### config.mk
export PLATFORM = sky130hd
export DESIGN_NAME = cell_distributor
export DESIGN_NICKNAME = d
export VERILOG_FILES = /design/src/rtl/cell_distributor.sv
export SDC_FILE = /design/constraint.sdc
export NUM_CORES = 1
export LEC_CHECK = 0
export CAP_MARGIN = 5
export CORE_MARGIN = 2
export CORE_UTILIZATION = 40
export CTS_CLUSTER_DIAMETER = 120
export DETAILED_ROUTE_END_ITERATION = 6
export GPL_ROUTABILITY_DRIVEN = 0
export PLACE_DENSITY = 0.62
export SYNTH_ARGS = -nofsm -noshare
export SYNTH_HDL_FRONTEND = slang
export SYNTH_SLANG_ARGS = --single-unit
### constraint.sdc
create_clock -name clk -period 10.15 [get_ports clk]
set_clock_uncertainty 0.15 [all_clocks]
set_input_delay 2.03 -clock clk [delete_from_list [all_inputs] [get_ports clk]]
set_output_delay 2.03 -clock clk [all_outputs]
set_load 0.01 [all_outputs]
### src/rtl/cell_distributor.sv
// cell_distributor: registered bit-serial message distributor.
// NCH independent channel FSMs capture an ADDR_W-bit destination address
// MSB first, then steer PLEN payload bits onto one of NCELL = 2**ADDR_W cell
// lines. Channels sharing a cell in the same cycle are OR-merged.
// Optional feature macro: COLLISION_DETECT_EN adds sticky per-cell collision
// flags (cleared by coll_clr); without it collision is tied to 0.
module cell_distributor #(
    parameter int NCH    = 7,
    parameter int ADDR_W = 4,
    parameter int PLEN   = 8,
    localparam int NCELL = 2 ** ADDR_W
) (
    input  logic             clk,
    input  logic             rst,
    input  logic [NCH-1:0]   ch_start,
    input  logic [NCH-1:0]   ch_bit,
    input  logic             coll_clr,
    output logic [NCH-1:0]   ch_busy,
    output logic [NCH-1:0]   ch_done,
    output logic [NCELL-1:0] cell_out,
    output logic [NCELL-1:0] cell_valid,
    output logic [NCELL-1:0] collision
);

    // Counter must reach max(ADDR_W, PLEN) - 1.
    localparam int CNT_MAX = (ADDR_W > PLEN) ? ADDR_W : PLEN;
    localparam int CNT_W   = (CNT_MAX > 1) ? $clog2(CNT_MAX + 1) : 1;

    typedef enum logic [1:0] {
        S_IDLE = 2'd0,
        S_ADDR = 2'd1,
        S_DATA = 2'd2
    } ch_state_t;

    // Per-channel view exported to the steering stage.
    logic [NCH-1:0]    ch_in_data;
    logic [ADDR_W-1:0] ch_addr [NCH];

    genvar gi;
    generate
        for (gi = 0; gi < NCH; gi++) begin : g_ch
            ch_state_t         state_reg, state_next;
            logic [CNT_W-1:0]  cnt_reg, cnt_next;
            logic [ADDR_W-1:0] addr_reg, addr_next;
            logic              busy_reg;
            logic              done_reg, done_next;

            // Next-state logic: address capture, then payload bit counting.
            always_comb begin
                state_next = state_reg;
                cnt_next   = cnt_reg;
                addr_next  = addr_reg;
                done_next  = 1'b0;
                case (state_reg)
                    S_IDLE: begin
                        if (ch_start[gi]) begin
                            addr_next = ADDR_W'(ch_bit[gi]);
                            if (ADDR_W == 1) begin
                                state_next = S_DATA;
                                cnt_next   = '0;
                            end else begin
                                state_next = S_ADDR;
                                cnt_next   = CNT_W'(1);
                            end
                        end
                    end
                    S_ADDR: begin
                        // Shift left so the first bit received ends up as MSB.
                        addr_next = (addr_reg << 1) | ADDR_W'(ch_bit[gi]);
                        if (cnt_reg == CNT_W'(ADDR_W - 1)) begin
                            state_next = S_DATA;
                            cnt_next   = '0;
                        end else begin
                            cnt_next = cnt_reg + 1'b1;
                        end
                    end
                    S_DATA: begin
                        // Starts arriving here (including on the last bit) are dropped.
                        if (cnt_reg == CNT_W'(PLEN - 1)) begin
                            state_next = S_IDLE;
                            cnt_next   = '0;
                            done_next  = 1'b1;
                        end else begin
                            cnt_next = cnt_reg + 1'b1;
                        end
                    end
                    default: begin
                        state_next = S_IDLE;
                        cnt_next   = '0;
                    end
                endcase
            end

            // Channel state, counter, address and registered status flags.
            always_ff @(posedge clk or posedge rst) begin
                if (rst) begin
                    state_reg <= S_IDLE;
                    cnt_reg   <= '0;
                    addr_reg  <= '0;
                    busy_reg  <= 1'b0;
                    done_reg  <= 1'b0;
                end else begin
                    state_reg <= state_next;
                    cnt_reg   <= cnt_next;
                    addr_reg  <= addr_next;
                    busy_reg  <= (state_next != S_IDLE);
                    done_reg  <= done_next;
                end
            end

            assign ch_busy[gi]    = busy_reg;
            assign ch_done[gi]    = done_reg;
            assign ch_in_data[gi] = (state_reg == S_DATA);
            assign ch_addr[gi]    = addr_reg;
        end
    endgenerate

    logic [NCELL-1:0] out_next, valid_next;
    logic [NCELL-1:0] out_reg, valid_reg;
`ifdef COLLISION_DETECT_EN
    logic [NCELL-1:0] multi_next;
    logic [NCELL-1:0] coll_reg;
`endif

    // Steering: OR every DATA-state channel's bit onto its addressed cell.
    always_comb begin
        out_next   = '0;
        valid_next = '0;
`ifdef COLLISION_DETECT_EN
        multi_next = '0;
`endif
        for (int i = 0; i < NCH; i++) begin
            if (ch_in_data[i]) begin
`ifdef COLLISION_DETECT_EN
                // A cell already claimed this cycle means a second hitter.
                if (valid_next[ch_addr[i]]) begin
                    multi_next[ch_addr[i]] = 1'b1;
                end
`endif
                valid_next[ch_addr[i]] = 1'b1;
                out_next[ch_addr[i]]   = out_next[ch_addr[i]] | ch_bit[i];
            end
        end
    end

    // Cell output registers (one cycle behind the sampled payload bit).
    always_ff @(posedge clk or posedge rst) begin
        if (rst) begin
            out_reg   <= '0;
            valid_reg <= '0;
        end else begin
            out_reg   <= out_next;
            valid_reg <= valid_next;
        end
    end

    assign cell_out   = out_reg;
    assign cell_valid = valid_reg;

`ifdef COLLISION_DETECT_EN
    // Sticky collision flags; a new collision wins over a clear.
    always_ff @(posedge clk or posedge rst) begin
        if (rst) begin
            coll_reg <= '0;
        end else begin
            coll_reg <= multi_next | (coll_reg & ~{NCELL{coll_clr}});
        end
    end

    assign collision = coll_reg;
`else
    // Feature absent: clear input has no effect.
    logic unused_coll_clr;
    assign unused_coll_clr = coll_clr;
    assign collision       = '0;
`endif

endmodule

## Word level (Yosys, flattened, before mapping)

Memory sizes are Yosys's and may differ from the RTL's.
Cells that the tools add are included.

- Memories kept: 1
- Memory bits (read-only): 16
- Register bits after elaboration: 116
- Output and inout port bits: 62

- Muxes and demuxes: 131
- Reductions and logical operators: 35
- $add $sub $neg: 7
- Bitwise operators: 21
- Equal/unequal tests: 35
- Magnitude comparators: 14

Memories:

| name | words | width | read ports | clocked after Yosys merged registers in | wr ports | RTL line | source |
|---|---|---|---|---|---|---|---|
| (no name shown) | 16 | 1 | 1 | 0 | 0 | 141 | `out_next[ch_addr[i]] = out_next[ch_addr[i]] \| ch_bit[i];` |

Operators by type and width:

| operator | number |
|---|---|
| $mux W16 | 14 |
| $mux W4 | 28 |
| $bwmux W16 | 6 |
| $or A16 B16 Y16 | 6 |
| $pmux W4 S3 | 7 |
| $pmux W4 S2 | 7 |
| $mux W2 | 21 |
| $pmux W2 S3 | 7 |
| $lt A4 B5 Y1 const B | 7 |
| $add A4 B1 Y4 const B | 7 |
| $demux W1 S4 | 7 |
| $eq A4 B2 Y1 const B | 7 |
| $eq A4 B3 Y1 const B | 7 |
| $ge A4 B1 Y1 const B | 7 |
| $mux W1 | 28 |
| $or A4 B1 Y4 | 7 |
| $reduce_bool A2 Y1 | 14 |
| $bmux W1 S4 | 6 |
| $and A16 B16 Y16 | 1 |
| $eq A2 B1 Y1 const B | 7 |
| $eq A2 B2 Y1 const B | 7 |
| $logic_not A2 Y1 | 7 |
| $ne A2 B2 Y1 const B | 7 |
| $reduce_and A2 Y1 | 7 |
| other kinds (2) | 14 |

## Logic depth before layout (Yosys ltp)

Gate-level depths: netlist (run 1).

- Depth in word-level cells: 36
- Mapped depth: 17
- Depth with buffers taken out: 14

## Worst setup path after synthesis (run 1)

Ideal clock, no wire load.

- Kind: input port to flip-flop
- From: in ch_bit[1]
- To: reg out_reg[5] (netlist: cell_out[5])
- Setup time: 0.131 ns
- Setup slack: 4.872 ns
- Required time: 9.869 ns
- Buffers on the path: 1
- Arrival time: 4.997 ns
- Stages: 14
- Path through: and3_1 > a31oi_4 > o41ai_4 > nor4_4 > a41oi_1 > a32o_1 > a221oi_4 > o31a_1 > buf_6 > a21oi_1 > o311ai_4 > nand4_2 > a31oi_4 > o22ai_1

- Longest elaborated chain between the ends: 28

Ends and longest elaborated chain:

| item | RTL line | source |
|---|---|---|
| from (decl) | 16 | `input logic [NCH-1:0] ch_bit,` |
| $or A1 B1 Y1 (*) | 141 |  |
| $bwmux W16 (*) | 141 |  |
| $mux W16 (*) | 133 | `if (ch_in_data[i]) begin` |
| $bmux W1 S4 | 141 |  |
| $mux W1 (implied by the code) | 141 |  |
| $or A1 B1 Y1 | 141 |  |
| $bwmux W16 | 141 |  |
| $mux W16 (*) | 133 |  |
| (+13 left out) | - |  |
| $bwmux W16 | 141 |  |
| $mux W16 (*) | 133 |  |
| $bmux W1 S4 | 141 |  |
| $mux W1 (implied by the code) | 141 |  |
| $or A1 B1 Y1 | 141 |  |
| $bwmux W16 | 141 |  |
| $mux W16 (*) | 133 |  |
| named net out_next[5] | 118 | `logic [NCELL-1:0] out_next, valid_next;` |
| to (signal assigned) | 152 | `out_reg <= out_next;` |
| to (decl) | 119 | `logic [NCELL-1:0] out_reg, valid_reg;` |

Mark *: on every way through the listed nets, which the timed path passes. The rest lies on a longest branch. The select of a mux whose other input is x is not followed.
A chain may end at the register's enable or synchronous reset.

## Worst setup path in the final report (run 1)

- From: in ch_bit[0]
- To: reg out_reg[5] (netlist: cell_out[5])

- Longest elaborated chain between the ends: 33

Ends and longest elaborated chain:

| item | RTL line |
|---|---|
| $or A1 B1 Y1 (*) | 141 |
| $and A16 B16 Y16 (no line) (*) | - |
| $mux W16 (*) | 133 |
| $bmux W1 S4 | 141 |
| $mux W1 (implied by the code) | 141 |
| $or A1 B1 Y1 | 141 |
| $bwmux W16 | 141 |
| $mux W16 (*) | 133 |
| (+18 left out) | - |
| $bwmux W16 | 141 |
| $mux W16 (*) | 133 |
| $bmux W1 S4 | 141 |
| $mux W1 (implied by the code) | 141 |
| $or A1 B1 Y1 | 141 |
| $bwmux W16 | 141 |
| $mux W16 (*) | 133 |
| named net out_next[5] | 118 |

Marked as above.

==> summary.md, run 1 <==
| Metric | Value |
|---|---|
| Max-cap violations | 0 |
| Outcome | complete, no violations |
| N_diodes | 0 |
| PwrDens | roughly 270 nW/µm² |
| Hpwl dp | ~21000 µm |
| Vias | roughly 9000 |
| Tcrit/Tclk final | 62.9% |
| CP Launch Type | input port |
| Hold EP | g_ch[2].cnt_reg[0] |
| DR WL/cell | between 20 and 25 µm |
| Area contributors post-synth | dfrtp_1, nor2_1, nand2_1, a21oi_1, buf_4 |
| Routed vias/inst | around 6.3 |
| Synth warn | 0 |
| Slew @ Worst Pin | 814 ps |
| Min-delay worst type | flip-flop to flip-flop |
| Synth unique cells | roughly 110 |
| I/O pins | 79 |
| Die area | about 24000 µm² |
| Met3 WL | roughly 2800 µm |
| Cell taking the most area after synthesis | dfrtp_1 |
| RSZ-0062 raised after global routing | false |
| Max frequency | around 160 MHz |
| Syn avg cell area | 8.21 µm² |
| Antenna viol nets, final | 0 |
| DR DRC count | 0 |
| GR Overflow Total | 0 |
| Crit Path Max Fanout | 11 |
| Slowest cell on the critical path | nor4_1 |
| Worst Hold Depth | 1 |
| Vias in the first global route | 8137 |
| Final Setup Violations | 0 |
| Setup TNS | 0 ps |
| Mapped Cells | between 1000 and 1500 |
| Initial drt markers | approximately 1100 |
| Final hold vios | 0 |
| Final net count | about 1100 |
| Reg2Reg Depth | 14 |
| Post CTS Setup Buffer Count | 0 |
| Clk buf depth | 2 |
| Max incr delay on CP | ~650 ps |
| Slew Limit Fails | 0 |
| Hold_buf cts | 0 |
| Top cell type's share of synthesized area | approximately a third |
| Highest routing layer actually used | met4 |
| Req. time, crit path | roughly 10000 ps |
| FF-to-FF End | cell_out[2] |
| Yosys reg bits | approximately 120 |
| Wirelength, routed | between 20000 and 30000 µm |
| Final Critical Period | between 6000 and 7000 ps |
| Asr flop ratio synth | between 90% and 100% |
| Port Buffers | 61 |
| Sink Count | roughly 120 |
| Worst-path clk slew | about 50 ps |
| Initial antenna violation count | 0 |
| CTS Buf Count | 17 |
| Area growth from synthesis to layout | 12.2% |
| Max IR drop VDD | 0.107 mV |
| Post_cts resized | 0 |
| Die Wd | approximately 160 µm |
| Initial Utilization | 40.6% |
| Flop-to-flop setup slack | 4950 ps |
| Leakage | between 4 and 5 nW |
| Post-Syn Area | approximately 9200 µm² |
| CTS Root Cell | clkbuf_16 |
| Pin count of the biggest net entering global routing | 66 |
| Crit path capture type | flip-flop |
| H-tree Lvls | 4 |
| Initial DRT Pass Iterations | 6 |
| CTS tree | built |
| Clk_lat worst skew | about 430 ps |
| Total power draw | 0.00275 W |
| Critical path cell sequence | clkdlybuf4s50_1, and3b_1, o211ai_2, nor2_1, nor4_1, o21ai_1, a32o_1, a221oi_4, o31a_1, a21oi_1, o311ai_4, nand4_2, a31oi_4, o22ai_1 |
| DR WL met2 | 11800 µm |
| Relative slew slack | approximately 45% |
| First-pass GRT wire length | 44700 µm |
| Post-Route M1 WL | 12500 µm |
| Worst Path Arrival | roughly 6500 ps |
| Number of synthesized flops with an enable pin | 0 |
| Most common flop cell mapped by yosys | dfrtp_1 |
| Worst reg2reg path startpoint | g_ch[0].state_reg[1] |
| Die H | between 150 and 200 µm |
| Share of layout cells above drive strength 1 | 8.20% |
| Register area share after synthesis | a little under a third |
| # rows | 55 |
| GRT Resource Usage Total | between 20% and 30% |
| Worst Path Class, Setup | input port to flip-flop |
| Hold path startpoint | g_ch[2].cnt_reg[0] |
| Core area | about 23000 µm² |
## metal layers
metal  vias up  global-route usage [%]
li1       4114                       -
met5         -                       0
met3        98                    5.10
met4         0                    11.2
met1      4289                    33.7
met2       491                    33.9
## per-stage QoR
step | setup WS [ps] | std cells | hold slack [ps] | util [%] | instance area (µm²)
floorplan | 4870 | 1131 | 319 | - | 9220
global placement | 3440 | 1387 | 347 | 42.6 | 9620
detailed placement | 3440 | 1387 | 361 | 42.6 | 9620
CTS | 3870 | 1419 | 368 | 45.5 | 10300
global route | 3650 | 1419 | 403 | 45.5 | 10300
finish | 3770 | 1419 | 361 | 45.5 | 10300
## worst max-delay path by stage
stage,end,depth (start not counted),start
3_5_place_dp,cell_out[5],14,ch_bit[0]
5_1_grt,cell_out[2],14,ch_bit[0]
3_3_place_gp,cell_out[5],14,ch_bit[0]
6_report,cell_out[5],14,ch_bit[0]
2_1_floorplan,cell_out[5],14,ch_bit[1]
4_1_cts,cell_out[5],14,ch_bit[0]
## area by class of cell
cell class	count	area, µm²
clock inverter	10	203
inverter	27	104
tap	285	357
fill	2224	12300
sequential	116	2900
clock buffer	22	454
timing repair buffer	62	618
multi-input combinational	897	5630
## where the power goes
group | internal [W] | switching [W] | leakage (nW)
Sequential | 0.000607 | 0.000344 | 1.50
Combinational | 0.000483 | 0.000642 | 2.30
Clock | 0.000465 | 0.000214 | 0.318
Total | 0.00155 | 0.00120 | 4.11
## logic make-up (layout without fill, tap and decap cells)
kind of cell | Yosys count | in the layout | share of synthesized area (%)
muxes | 17 | 17 | 1.93
other | 1 | 16 | 0.0409
DFF | 116 | 116 | 31.7
buffers and inverters | 118 | 121 | 7.40
xor gates and xnor gates | 14 | 14 | 1.87
and+or+nand+nor | 504 | 504 | 28.8
AOI/OAI and AO/OA | 339 | 339 | 27.3
adders and majority gates | 7 | 7 | 0.956
## Yosys cell counts, types with 5 or more instances
master / instances
or3_1: 9
nand4b_1: 5
o31a_1: 5
o21ai_0: 46
a211oi_1: 16
o21bai_1: 5
nor2_1: 129
nor4_1: 10
nand2b_1: 22
a22o_1: 28
o41ai_1: 6
and3_1: 6
a311oi_1: 5
nor3b_1: 7
nand3_1: 43
nand2_1: 125
or2_2: 13
o22ai_1: 13
buf_2: 11
a31oi_1: 15
xnor2_1: 5
nand3b_1: 8
nor3_1: 38
mux2_2: 5
inv_1: 26
and2_1: 5
nand4_1: 13
ha_1: 7
a221oi_1: 6
buf_6: 11
and2b_1: 5
mux2i_1: 12
o31ai_1: 8
a21o_1: 15
a21oi_1: 66
nor2b_1: 30
dfrtp_1: 116
o21ai_1: 13
buf_4: 37
clkbuf_1: 31
o211ai_1: 18
a22oi_1: 6
## worst max-delay path: cells and delay by family
kind	cells	cell delay, ps
and+or+nand+nor	4	1280
AOI/OAI and AO/OA	9	2620
buffers and inverters	1	590
## placed cells by master, fill, tap and decap left out, types with 10 or more instances in the layout
master,netlist,routed
o211ai_1,18,18
conb_1,1,16
a21oi_1,66,66
inv_1,26,25
clkbuf_16,0,17
o22ai_1,13,13
clkdlybuf4s50_1,0,61
o21ai_0,46,46
nor2_1,129,129
nor2b_1,30,30
o21ai_1,13,13
nor4_1,10,10
a21o_1,15,15
nand3_1,43,43
nand4_1,13,13
a211oi_1,16,16
nand2_1,125,125
nor3_1,38,38
or2_2,13,13
dfrtp_1,116,116
nand2b_1,22,22
a31oi_1,15,15
mux2i_1,12,12
a22o_1,28,28
Note: power is estimated with default switching activity, not from simulation.
==> inputs of run 2 (changes only) <==
clock period = 6.55 ns   (was 10.15 ns; I/O delays follow)
==> run 2 against run 1 <==
Compared with the run above:
- die area is the same
- sequential power grew 55%
- highest routed layer unchanged
- largest cell class unchanged
- worst hold slack about the same
- combinational power is 55% higher
- total power up 53%
- cell area decreased by 0.12%
- sequential cell count is the same
- via count increased by 0.39%
- critical endpoint is now cell_out[3]
- global-route usage increased by 0.17 points
- largest power group unchanged
- core utilization fell by 0.056 points
==> summary.md, run 2 (same netlist as run 1, synthesis figures left out) <==
| Metric | Value |
|---|---|
| Critical path cell sequence | clkdlybuf4s50_1, and3b_1, o211ai_2, nor2_1, nor4_1, o21ai_1, a32o_1, a221oi_4, o31a_1, a21oi_1, o2bb2ai_2, nand2_2, a31oi_2, o21ai_1 |
| Final hold vios | 0 |
| Core area | 22600 µm² |
| H-tree Lvls | 4 |
| Max-cap violations | 0 |
| N_diodes | 0 |
| # rows | between 50 and 60 |
| Worst path buffer plus inverter count | 1 |
| Worst Hold Margin | approximately 360 ps |
| Die area | approximately 24000 µm² |
| Worst Path Arrival | roughly 6000 ps |
| PwrDens | roughly 410 nW/µm² |
| Wirelength, routed | ~28000 µm |
| CTS Root Cell | clkbuf_16 |
| Worst Path Class, Setup | input port to flip-flop |
| Filler instances | 2187 |
| Crit Path Max Fanout | 11 |
| DR DRC count | 0 |
| CP Launch Type | input port |
| Flop pwr share | around a third |
| CTS Buf Count | 17 |
| Sink Count | ~120 |
| Post CTS Setup Buffer Count | 0 |
| Min-delay worst type | flip-flop to flip-flop |
| Slew @ Worst Pin | 806 ps |
| Net switching power | roughly 0.0019 W |
| Final Setup Violations | 0 |
| Largest delay contributor family on the critical path | compound AO/OA/AOI/OAI gates |
| Share of layout cells above drive strength 1 | 8.55% |
| Final instance area | approximately 10000 µm² |
| Placed cell area | about 9600 µm² |
| Antenna viol nets, final | 0 |
| I/O pins | 79 |
| GR Overflow Total | 0 |
| Total power draw | about 0.0042 W |
| Leakage | ~4 nW |
| Outcome | complete, no violations |
| Routed vias/inst | 6.36 |
| Sw frac | 44.3% |
| Final net count | around 1100 |
| Setup TNS | 0 ps |
| Die H | 155 µm |
| Port Buffers | between 60 and 70 |
| Commonest non-fill, non-tap cells in the layout | nor2_1, nand2_1, dfrtp_1 |
| Most common cell after layout, fill and taps aside | nor2_1 |
| Worst-path clk slew | 50 ps |
| RSZ-0062 raised after global routing | false |
| Final Critical Period | 5710 ps |
| Initial DRT Pass Iterations | 6 |
| Crit path capture type | flip-flop |
| Vias in the first global route | just over 8000 |
| Initial Utilization | between 40% and 50% |
| Slowest cell on the critical path | nor4_1 |
| Pin count of the biggest net entering global routing | 67 |
| Hold_buf cts | 0 |
| Relative slew slack | a little under half |
| Gate power share | 41.2% |
| Area growth from synthesis to layout | 12.0% |
| Max frequency | roughly 180 MHz |
| Clk_lat worst skew | 430 ps |
| Clk buf depth | 2 |
| Initial antenna violation count | 0 |
| Slew Limit Fails | 0 |
| Clock Power Share | between 20% and 30% |
| Req. time, crit path | 6690 ps |
| Die Wd | between 150 and 200 µm |
| Post_cts resized | 0 |
| Initial drt markers | between 1000 and 1500 |
| Max IR drop VDD | 0.155 mV |
| Tcrit/Tclk final | between 80% and 90% |
| Vias | 9027 |
| GRT Resource Usage Total | a little under a quarter |
| Hpwl dp | 21200 µm |
| DR WL/cell | 20.0 µm |
| CP dominant cell by count | o21ai_1 |
| Max incr delay on CP | 640 ps |
| CTS tree | built |
| First-pass GRT wire length | ~45000 µm |
| Int Pwr | 0.00235 W |
run 2: final timing paths:
| kind | startpoint | to | slack (ps) | cells after the start |
|---|---|---|---|---|
| hold / removal | g_ch[1].cnt_reg[0] | g_ch[1].cnt_reg[0] | 360 | 1 |
| setup / recovery | ch_bit[0] | cell_out[3] | 840 | 14 |
| setup reg to reg | g_ch[0].state_reg[1] | cell_out[3] | 1330 | 14 |
| hold reg to reg | g_ch[1].cnt_reg[0] | g_ch[1].cnt_reg[0] | 360 | 1 |
| max in group asynchronous | rst | g_ch[3].done_reg | 3840 | 3 |
| min in group asynchronous | rst | cell_out[4] | 1230 | 2 |
run 2: power groups by stage:
stage	Combinational (W)	Sequential, W	Clock [W]
after floorplan	0.00173	0.00110	0
after global placement	0.00169	0.00147	0
after detailed placement	0.00170	0.00147	0
after CTS	0.00171	0.00146	0.00104
after global routing	0.00192	0.00153	0.00107
final	0.00174	0.00147	0.00101
run 2: area by class of cell:
| type | count | area [µm²] | share of cell area, % |
|---|---|---|---|
| clock buffer | 20 | 467 | 4.55 |
| clock inverter | 12 | 178 | 1.73 |
| inverter | 27 | 104 | 1.01 |
| multi-input combinational | 897 | 5630 | 54.9 |
| sequential | 116 | 2900 | 28.3 |
| tap | 285 | 357 | 3.48 |
| timing repair buffer | 62 | 618 | 6.02 |
run 2: through the flow:
stage / setup WS, ps / instances / util (%)
2_1_floorplan: 1990 / 1131 / -
3_3_place_gp: 626 / 1387 / 42.6
3_5_place_dp: 559 / 1387 / 42.6
4_1_cts: 997 / 1419 / 45.5
5_1_grt: 654 / 1419 / 45.5
6_report: 839 / 1419 / 45.5
run 2: routing by layer:
metal	track usage, %	wire [µm]
met5	0	0
met3	5.43	3000
met4	10.1	1260
met1	33.8	12300
met2	34.6	11800
